File: config.mk
export PLATFORM = sky130hd
export DESIGN_NAME = regfile_writeback_buffer
export DESIGN_NICKNAME = d
export VERILOG_FILES = /design/src/rtl/regfile_writeback_buffer.sv
export SDC_FILE = /design/constraint.sdc
export NUM_CORES = 1
export LEC_CHECK = 0
export CAP_MARGIN = 10
export CORE_ASPECT_RATIO = 2
export CORE_MARGIN = 2
export CORE_UTILIZATION = 49
export DETAILED_ROUTE_END_ITERATION = 10
export PLACE_DENSITY = 0.81
export SLEW_MARGIN = 20
export SYNTH_ARGS = -nofsm -noshare
export SYNTH_HDL_FRONTEND = slang
export SYNTH_SLANG_ARGS = --single-unit
export TNS_END_PERCENT = 20
File: constraint.sdc
create_clock -name clk -period 4.1 [get_ports clk]
set_input_delay 0.82 -clock clk [delete_from_list [all_inputs] [get_ports clk]]
set_output_delay 0.82 -clock clk [all_outputs]
set_load 0.05 [all_outputs]
File: src/rtl/regfile_writeback_buffer.sv
// Writeback FIFO in front of the register file write port, with youngest-match forwarding.
// Define WB_BYPASS_EN to build the forwarding comparators; otherwise hit*/fwd_data* are tied to 0.
module regfile_writeback_buffer #(
    parameter int unsigned DEPTH  = 4,
    parameter int unsigned DATA_W = 32,
    parameter int unsigned ADDR_W = 5
) (
    input  logic                     clk,
    input  logic                     rst_n,
    input  logic                     in_valid,
    output logic                     in_ready,
    input  logic [ADDR_W-1:0]        in_reg,
    input  logic [DATA_W-1:0]        in_data,
    input  logic                     rf_busy,
    output logic [ADDR_W-1:0]        rf_write,
    output logic [DATA_W-1:0]        rf_write_data,
    output logic                     rf_write_enable,
    input  logic [ADDR_W-1:0]        lookup1,
    input  logic [ADDR_W-1:0]        lookup2,
    output logic                     hit1,
    output logic                     hit2,
    output logic [DATA_W-1:0]        fwd_data1,
    output logic [DATA_W-1:0]        fwd_data2,
    output logic [$clog2(DEPTH):0]   count
);

    localparam int unsigned PTR_W = $clog2(DEPTH);
    localparam logic [PTR_W:0] FULL = DEPTH[PTR_W:0];

    logic [ADDR_W-1:0] reg_q  [DEPTH];
    logic [DATA_W-1:0] data_q [DEPTH];
    logic [PTR_W-1:0]  head_q, head_d;
    logic [PTR_W-1:0]  tail_q, tail_d;
    logic [PTR_W:0]    count_q, count_d;
    logic              empty;
    logic              push;
    logic              pop;

    assign empty           = (count_q == '0);
    assign in_ready        = (count_q < FULL);
    // Writes to $0 complete the handshake but are never queued.
    assign push            = in_valid && in_ready && (in_reg != '0);
    assign pop             = rf_write_enable;
    assign rf_write_enable = !empty && !rf_busy;
    assign rf_write        = empty ? '0 : reg_q[head_q];
    assign rf_write_data   = empty ? '0 : data_q[head_q];
    assign count           = count_q;

    always_comb begin
        head_d  = head_q;
        tail_d  = tail_q;
        count_d = count_q;
        if (pop) begin
            head_d = head_q + 1'b1;
        end
        if (push) begin
            tail_d = tail_q + 1'b1;
        end
        unique case ({push, pop})
            2'b10:   count_d = count_q + 1'b1;
            2'b01:   count_d = count_q - 1'b1;
            default: count_d = count_q;
        endcase
    end

    always_ff @(posedge clk or negedge rst_n) begin
        if (!rst_n) begin
            head_q  <= '0;
            tail_q  <= '0;
            count_q <= '0;
        end else begin
            head_q  <= head_d;
            tail_q  <= tail_d;
            count_q <= count_d;
        end
    end

    // Payload storage needs no reset: occupancy is tracked by count_q alone.
    always_ff @(posedge clk) begin
        if (push) begin
            reg_q[tail_q]  <= in_reg;
            data_q[tail_q] <= in_data;
        end
    end

`ifdef WB_BYPASS_EN
    logic [PTR_W-1:0] idx;

    // Walk oldest to youngest so the last match found is the youngest one.
    always_comb begin
        hit1      = 1'b0;
        hit2      = 1'b0;
        fwd_data1 = '0;
        fwd_data2 = '0;
        idx       = '0;
        for (int i = 0; i < DEPTH; i++) begin
            idx = head_q + PTR_W'(i);
            if ((PTR_W+1)'(i) < count_q) begin
                if (lookup1 != '0 && reg_q[idx] == lookup1) begin
                    hit1      = 1'b1;
                    fwd_data1 = data_q[idx];
                end
                if (lookup2 != '0 && reg_q[idx] == lookup2) begin
                    hit2      = 1'b1;
                    fwd_data2 = data_q[idx];
                end
            end
        end
    end
`else
    logic unused_lookup;

    assign unused_lookup = ^{lookup1, lookup2};
    assign hit1          = 1'b0;
    assign hit2          = 1'b0;
    assign fwd_data1     = '0;
    assign fwd_data2     = '0;
`endif

endmodule

; Word-level counts from Yosys, hierarchy flattened
; Memories as Yosys holds them, arrays and structs flattened.
; Index checks and enable logic that the tools add are counted.
[classes]
add_sub_neg = 4
n_mux = 5
reduce_logical = 8
magnitude_cmp = 1
eq_ne = 2
[ops]
columns = cell, count
row1 = $mux 32, 1
row2 = $pmux 3 s2, 1
row3 = $mux 5, 1
row4 = $reduce_bool 5->1, 1
row5 = $add 2x1->2 const B, 2
row6 = $add 3x1->3 const B, 1
row7 = $logic_and 1x1->1, 3
row8 = $logic_not 3->1, 1
row9 = $lt 3x3->1 const B, 1
row10 = $sub 3x1->3 const B, 1
row11 = $eq 2x1->1 const B, 1
row12 = $eq 2x2->1 const B, 1
row13 = $logic_not 1->1, 2
row14 = $mux 1, 2
row15 = $reduce_bool 2->1, 1
[totals]
output_inout_bits = 108
n_memories = 2
reg_bits = 7
ram_bits = 148
[memory_table]
columns = name, words, width, rd, rd_clocked_by_memory_dff, wr, line_no
row1 = data_q, 4, 32, 1, 0, 1, 31  ; logic [DATA_W-1:0] data_q [DEPTH];
row2 = reg_q, 4, 5, 1, 0, 1, 30  ; logic [ADDR_W-1:0] reg_q [DEPTH];

; Longest topological paths before layout
[logic_depth]
ltp_word = 5
mapped_depth = 9
depth_no_buf = 9

; Least setup slack after synthesis
; Ideal clock, no wire load.
[synth_timing]
path_type = reg-to-reg
from = reg count_q[0] (netlist: count[0])
to = reg count_q[2] (netlist: count[2])
setup_ps = 141
path_stages_with_launch = 10
required_time_ps = 3959
arrival_ps = 2826
slack_ps = 1133
path_cell_list = dfrtp_1 -> nor3_1 -> clkbuf_1 -> nor2_1 -> ha_1 -> inv_1 -> fa_1 -> xor2_1 -> nor2_1 -> xnor2_1
[synth_via]
elab_chain_cells = 5
elab_cells_between_ends = 12
cone_classes = add/sub (2) / order compare (1) / eq/ne (2) / mux (1) / reduce/logical (6)
[synth_lines]
columns = item, line_no
row1 = "start, declared", 34  ; logic [PTR_W:0] count_q, count_d;
row2 = "start signal, assigned", 74  ; count_q <= count_d;
row3 = $logic_not 3->1 *, 39  ; assign empty = (count_q == '0);
row4 = $logic_not 1->1 *, 44  ; assign rf_write_enable = !empty && !rf_busy;
row5 = $logic_and 1x1->1 *, 44
row6 = net rf_write_enable, 17  ; output logic rf_write_enable,
row7 = $eq 2x1->1 or $eq 2x2->1 (tied branches), 59  ; unique case ({push, pop})
row8 = $pmux 3 s2 or $reduce_bool 2->1 (tied branches), n/a
; Mark *: on every way through the listed nets, which the timed path passes. The rest lies on a longest branch.
; A chain may end at the register's enable or synchronous reset.

; Worst setup path after layout
[layout_timing]
from = reg head_q[1]
to = out rf_write_data[22]
[layout_via]
elab_chain_cells = 2
[layout_lines]
columns = item, line_no
row1 = "start, declared", 32  ; logic [PTR_W-1:0] head_q, head_d;
row2 = "start signal, assigned", 68  ; head_q <= '0;
row3 = "start signal, assigned", 72  ; head_q <= head_d;
row4 = $mem_v2 4x32, n/a
row5 = $mux 32, 46  ; assign rf_write_data = empty ? '0 : data_q[head_q];
row6 = "end, declared", 16  ; output logic [DATA_W-1:0] rf_write_data,
; No other way between the ends.

==> summary.md <==
| Metric | Value |
|---|---|
| Buffers on Ports | `82` |
| Ant. Diodes | `0` |
| CP Depth | `4` |
| Post-route DRC | `0` |
| 1st-iter DRT viols | `about 190` |
| Crit-path slowest cell | `clkdlybuf4s50_1` |
| Largest net degree at the start of global routing | `40` |
| Root buffer cell | `clkbuf_16` |
| Synth area leaders | `edfxtp_1, mux4_2, buf_4` |
| Area Overhead vs Synth | `20.4%` |
| Vias in the first global route | `~3200` |
| Final slew viol count | `0` |
| Setup WS pre-CTS | `between 0.8 and 0.9 ns` |
| Seq/Total Area, Yosys | `0.709` |
| Grt total ovfl | `0` |
| Synthesized instance count | `around 340` |
| Synth top area share | `0.682` |
| Via density | `approximately 5` |
| Clock Pin Slew Worst Setup and Hold Paths | `~0.060 ns` |
| Critical path's top delay family | `buffers and inverters` |
| Critical path cell sequence | `buf_4 -> mux4_2 -> nor2b_1 -> clkdlybuf4s50_1` |
| Final setup viols | `0` |
| Reg2reg setup slack | `around 1.9 ns` |
| Tmin final | `3.36 ns` |
| Total GRT Usage | `0.160` |
| PD cells | `between 800 and 900 nW/um2` |
| CP Capture Type | `output pin` |
| Final period util | `0.819` |
| Vias | `roughly 3000` |
| Outcome | `complete, no violations` |
| Hold WS | `between 0.5 and 0.6 ns` |
| Setup ws final | `0.740 ns` |
| Most frequent cells in the layout | `edfxtp_1, clkdlybuf4s50_1, conb_1` |
| Worst EP required | `roughly 3.3 ns` |
| Post-cts sizing count | `0` |
| CTS Buffer Depth | `2` |
| Post-CTS Hold Buffers | `0` |
| Syn Std Cell Area | `6520 um2` |
| Final ANT Viol Nets | `0` |
| Hold Vio Cnt, Final | `0` |
| Total Negative Setup Slacks | `0 ns` |
| Slew margin rel. | `0.304` |
| Detail Placement HPWL | `~6.7 mm` |
| Fraction of layout cells with a size suffix above 1 | `0.182` |
| Clock Latency Late Sink | `0.40 ns` |
| Maxcap violations | `0` |
| CTS Buf Count | `17` |
| First-pass GRT wire length | `about 17 mm` |
| Buffer and inverter count on the worst path | `2` |
| Num Clock Sinks | `155` |
| WL/cell | `around 18 um` |
| Die W | `85.6 um` |
| Post-CTS setup repair buffer count | `0` |
| Worst Setup EP | `rf_write_data[22]` |
| Synth cell types | `22` |
| Leak | `~0.0027 uW` |
| Initial antenna violation count | `0` |
| Detailed Route WL | `10.9 mm` |
| Final nets | `489` |
| CP Launch Point | `head_q[1]$_DFFE_PN0P_` |
| Fmax | `0.298 GHz` |
| Placed Area | `between 7000 and 8000 um2` |
| Num ports | `about 160` |
| Delay of the slowest cell on the worst path | `roughly 0.84 ns` |
| R2R cell count | `7` |
| Peak VDD IR | `between 0.5 and 0.6 mV` |
| Starting Density | `0.502` |
| Top cell type by total area after synthesis | `edfxtp_1` |
| HP Class | `flop to flop` |
| Drt pass-1 iters | `4` |
| Reg2Reg Capture Point | `count[1]$_DFFE_PN0P_` |
| RSZ-0062 raised after global routing | `false` |
| Fill cell count | `just under 1000` |
| Yosys reg bits | `155` |
| Most common cell after layout, fill and taps aside | `edfxtp_1` |
| CTS tree | `yes` |
| Final Instance Area | `about 7900 um2` |
| Final Skew | `between 0.008 and 0.009 ns` |
| YS warnings | `0` |
| Critical path fanouts, max | `17` |
| Least-Margin Pin Slew | `roughly 1.0 ns` |
| Syn avg cell area | `approximately 19 um2` |
| Startpoint types | `flop` |
| H-tree Lvls | `4` |
| Gp weighted congestion | `0.698` |
| DIE AREA | `between 10000 and 15000 um2` |
| Arrival time at the worst endpoint | `roughly 2.5 ns` |
| Core box area | `13000 um2` |
| Critical path class | `flop to output pin` |
| RR Startpoint | `count[0]$_DFFE_PN0P_` |
| Cell Rows | `a little under 60` |
| Die height | `~170 um` |
[routing by layer]
layer	track usage	up-vias	routed length (um)
li1	-	1339	-
met1	0.172	1512	4050
met2	0.289	118	6150
met3	0.0404	19	473
met4	0.0711	0	259
met5	0	-	0
[kinds of logic (layout without fill, tap and decap cells)]
group	count (synthesis)	after routing	synth area share
DFF	155	155	0.709
and+or+nand+nor	46	46	0.0441
adders and majority gates	6	6	0.0127
buffers and inverters	85	126	0.0912
muxes	39	39	0.132
AOI/OAI and AO/OA	1	1	0.00326
xor gates and xnor gates	6	6	0.00806
other	1	66	0.000575
[through the flow]
stage	cells	total power, uW	util
6_report	597	6560	0.604
5_1_grt	597	6810	0.604
4_1_cts	597	6630	0.604
3_5_place_dp	565	5140	0.560
3_3_place_gp	565	5080	0.560
2_1_floorplan	404	4290	-
[flip-flops by register name (all words and copies together), names as in the netlist]
| register | cells |
|---|---|
| data_q | 128 |
| count | 3 |
| reg_q | 20 |
| head_q | 2 |
| tail_q | 2 |
[worst min path at each step]
stage | from | to | slack (ns) | cells after the start
after floorplan | rst_n | count[0]$_DFFE_PN0P_ | 0.52 | 0
after global placement | count[0]$_DFFE_PN0P_ | count[0]$_DFFE_PN0P_ | 0.52 | 1
after detailed placement | count[0]$_DFFE_PN0P_ | count[0]$_DFFE_PN0P_ | 0.57 | 1
after CTS | count[0]$_DFFE_PN0P_ | count[0]$_DFFE_PN0P_ | 0.58 | 1
after global routing | count[0]$_DFFE_PN0P_ | count[0]$_DFFE_PN0P_ | 0.61 | 1
final | count[0]$_DFFE_PN0P_ | count[0]$_DFFE_PN0P_ | 0.57 | 1
[worst reg2reg max path, stage by stage (launching register included)]
cell and delay (ns):
dfrtp_1 0.43, nor3_2 0.19, buf_4 0.45, nor2_1 0.17, ha_1 0.27, inv_1 0.09
fa_1 0.43, mux2i_1 0.13
[power breakdown]
| part | switching, uW | total [uW] | internal (uW) |
|---|---|---|---|
| registers | 92.8 | 2090 | 2000 |
| logic | 1880 | 2980 | 1110 |
| clock network | 591 | 1490 | 896 |
[cells in the mapped netlist]
library cell	number
mux2i_1	1
mux4_2	37
buf_6	2
nor2b_1	37
nor3_1	1
and2_2	4
mux2_4	1
nor3b_1	1
ha_1	5
edfxtp_1	148
conb_1	1
buf_2	4
buf_4	68
fa_1	1
xor2_1	3
dfrtp_1	7
inv_1	7
xnor2_1	3
clkbuf_1	4
or3_1	1
o311a_4	1
nor2_1	2
[cell type report]
cell class | instances | area, um2 | share of cell area
Clock buffer | 18 | 429 | 0.0547
Clock inverter | 14 | 144 | 0.0183
Inverter | 7 | 26.3 | 0.00335
Multi-Input combinational cell | 164 | 1560 | 0.198
Sequential cell | 155 | 4620 | 0.589
Tap cell | 152 | 190 | 0.0242
Timing Repair Buffer | 87 | 883 | 0.113
Power figures use the tool's default switching activity.
==> edit 1: new RTL, same settings <==
The parameter `DATA_W` goes from 32 to 36.
--- a/src/rtl/regfile_writeback_buffer.sv
+++ b/src/rtl/regfile_writeback_buffer.sv
@@ -4,3 +4,3 @@
     parameter int unsigned DEPTH  = 4,
-    parameter int unsigned DATA_W = 32,
+    parameter int unsigned DATA_W = 36,
     parameter int unsigned ADDR_W = 5
Ports: changed (resized fwd_data1, fwd_data2, in_data and rf_write_data); port bits go from 159 to 175. The function was not compared with the original's and may differ.
==> edit 1 against the unedited design <==
- sequential cell count is 16 higher
- sequential share of layout area is 0.59 points higher
- combinational power is 5% higher
- critical path depth is 1 lower
- first-iteration DRC count is 24% higher
- worst setup slack worse by 0.42 ns
- routed wire length is 14% higher
- synthesized cell count is 10% higher
- area after synthesis is 11% higher
- cell area is 9.4% higher
- total power is 7.4% higher
- critical endpoint is now rf_write_data[23]
- highest routed layer unchanged
==> edit 1: results <==
[min_path]
holdCritStartpoint = "tail_q[1]$_DFFE_PN0P_"
hold_end = "tail_q[1]$_DFFE_PN0P_"

[cells_and_area]
largest_reg_flops = 144
buffer_area_frac = 0.110
drive_gt1_frac = 0.174
nNonClkBuffers = 94
seq_area_sq_um = 5100
multiInputGateArea_sq_um = 1730

[placed_design]
finalWeightedCongestion = 0.698
io_buffer_count = 90
hpwl_mm = 7.68

[grt]
grt_max_degree = 43
grt_first_pass_wirelength_mm = 19.0
gr-usage-met1 = 0.176
use_met3 = 0.0399

[drt]
num_vias = 3315
post_drt_wl_per_cell_um = 18.4
first_iter_violations = 231

[critical_path]
r2r_end = "count[2]$_DFFE_PN0P_"
worst-path-max-fanout = 42
rrSetupSlack_ns = 1.61
timing.critical_path.from = "head_q[0]$_DFFE_PN0P_"
r2r.worst_path.cells = 9
critPathMaxStageDelay_ns = 0.97
critical_path_arrival_ns = 2.96
crit_slowest_cell = "dfrtp_4"
crit_end = "rf_write_data[23]"

[timing]
slew_headroom = 0.425
fin_hold_ws_ns = 0.587

[power]
p_leak_nw = 2.99
seqPwrFrac = 0.347
switching_share = 0.405

[synth]
synth.area.top_cells = "edfxtp_1 68%, mux4_2 13%, buf_4 8.1%"
synth_edf_count = 164
ys_seq_area_frac = 0.707
async_reset_ff_frac = 0.0409

[clock_network]
clk_latency_ns = 0.43
clock_sinks = 171

[run_status]
status = "completed"
edit 1: kinds of logic after synthesis:
family	Yosys count	synth area share
muxes	43	0.132
xor gates and xnor gates	6	0.00729
adders and majority gates	6	0.0115
buffers and inverters	95	0.0918
AOI/OAI and AO/OA	1	0.00295
other	1	0.000520
and+or+nand+nor	50	0.0470
DFF	171	0.707
edit 1: stage by stage:
stage          worst slack (ns)  utilization  cells  area [sq um]  power [W]
2_1_floorplan              1.27            -    446          7480    0.00473
3_3_place_gp              0.747        0.560    644          8040    0.00558
3_5_place_dp              0.726        0.560    644          8040    0.00564
4_1_cts                   0.237        0.598    675          8580    0.00711
5_1_grt                   0.144        0.598    675          8580    0.00731
6_report                  0.319        0.598    675          8580    0.00704
edit 1: worst max-delay path, delay by kind of cell, from the launching register on:
kind | cells | cell delay [ns]
muxes | 1 | 0.59
DFF | 1 | 0.97
and+or+nand+nor | 1 | 0.17
buffers and inverters | 1 | 0.75
==> edit 2: new RTL, config.mk and constraints unchanged <==
Without the edit above. Make the reset (`rst_n`) synchronous in one clocked block.
--- a/src/rtl/regfile_writeback_buffer.sv
+++ b/src/rtl/regfile_writeback_buffer.sv
@@ -65,3 +65,3 @@
 
-    always_ff @(posedge clk or negedge rst_n) begin
+    always_ff @(posedge clk) begin
         if (!rst_n) begin
Formal check against the unedited RTL: differs if rst_n is asserted again (counterexample within 4 cycles, from zero or initial values and one cycle with rst_n low); with rst_n held inactive, the same outputs for 10 cycles.
==> edit 2 against the unedited design <==
- worst setup slack got worse by 0.26 ns
- clock power barely moved
- cell area rose by 1.3%
- via count rose by 4.5%
- largest cell class unchanged
- register-to-register slack got worse by 0.13 ns
- utilization fell by 0.57 points
- area after synthesis rose by 1.2%
- total power fell by 14%
- sequential cell count rose by 2
- routed wire length rose by 1.7%
==> edit 2: results <==
[drt]
wl_met1_mm = 4.39
first_iter_violations = 197
post_drt_wl_per_cell_um = 17.8
vias_per_cell = 5.01
route.met2.wl_mm = 5.93
wl_met3_um = 653

[grt]
grt_usage = 0.163
grt_first_pass_wirelength_mm = 17.3
use_met2 = 0.271
gr-usage-met1 = 0.197
use_met3 = 0.0627

[synth]
synthXorXnorAreaFrac = 0.00265
ys_seq_area_frac = 0.701
synthTopCellsByCount = "148 x edfxtp_1, 66 x buf_4, 37 x mux4_2, 37 x nor2b_1, 9 x dfxtp_1"
synth_compound_gate_area_share = 0.00796
async_reset_ff_frac = 0
synth_adder_area_share = 0.0125
muxShareOfSynthArea = 0.128
synth.area.top_cells = "edfxtp_1 67%, mux4_2 13%, buf_4 7.5%"

[power]
p_seq_w = 0.00201
switching_share = 0.376
p_leak_nw = 2.69
max-vdd-ir-drop_v = 0.000520
p_clk_frac = 0.266

[placed_design]
placed_area_sq_um = 7380
preCtsSetupSlack_ns = 0.666
place_inst = 591

[timing]
max_slew.worst_pin.slew_ns = 0.675
fin_crit_sh = 0.882
finalClockSkew_ns = 0.00638

[run_status]
status = "completed"

[cells_and_area]
drive_gt1_frac = 0.177
nets = 512

[min_path]
hold_depth = 2
holdCritStartpoint = "head_q[1]$_SDFFE_PN0P_"

[clock_network]
clk_latency_ns = 0.42

[critical_path]
crit_end = "rf_write[4]"
r2r_start = "count[0]$_SDFFE_PN0P_"
worst-path-max-fanout = 24
rrSetupSlack_ns = 1.74
==> edit 2: cell count changes in the layout (fill, tap and decap cells not counted), moves of 3 or more <==
cell | unedited run | this run
dfxtp_1 | 0 | 7
inv_8 | 0 | 6
a21oi_1 | 0 | 5
dfrtp_1 | 5 | 0
clkinv_2 | 3 | 0
clkinvlp_4 | 4 | 1
nand3_1 | 0 | 3
nor2_1 | 2 | 5
xnor2_1 | 3 | 0
==> edit 2: critical path: stages (launching register included) <==
cell and delay [ns]:
dfxtp_2 0.76, buf_4 0.36, mux4_2 0.24, nor2b_1 0.18
clkdlybuf4s50_1 0.83
==> edit 2: layout make-up <==
class | count | area (sq um) | share of cell area
clock buffer | 17 | 425 | 0.0535
clock inverter | 15 | 145 | 0.0183
tap | 155 | 194 | 0.0244
inverter | 8 | 30.0 | 0.00378
sequential | 157 | 4630 | 0.582
timing repair buffer | 89 | 911 | 0.115
multi-input combinational | 182 | 1620 | 0.204
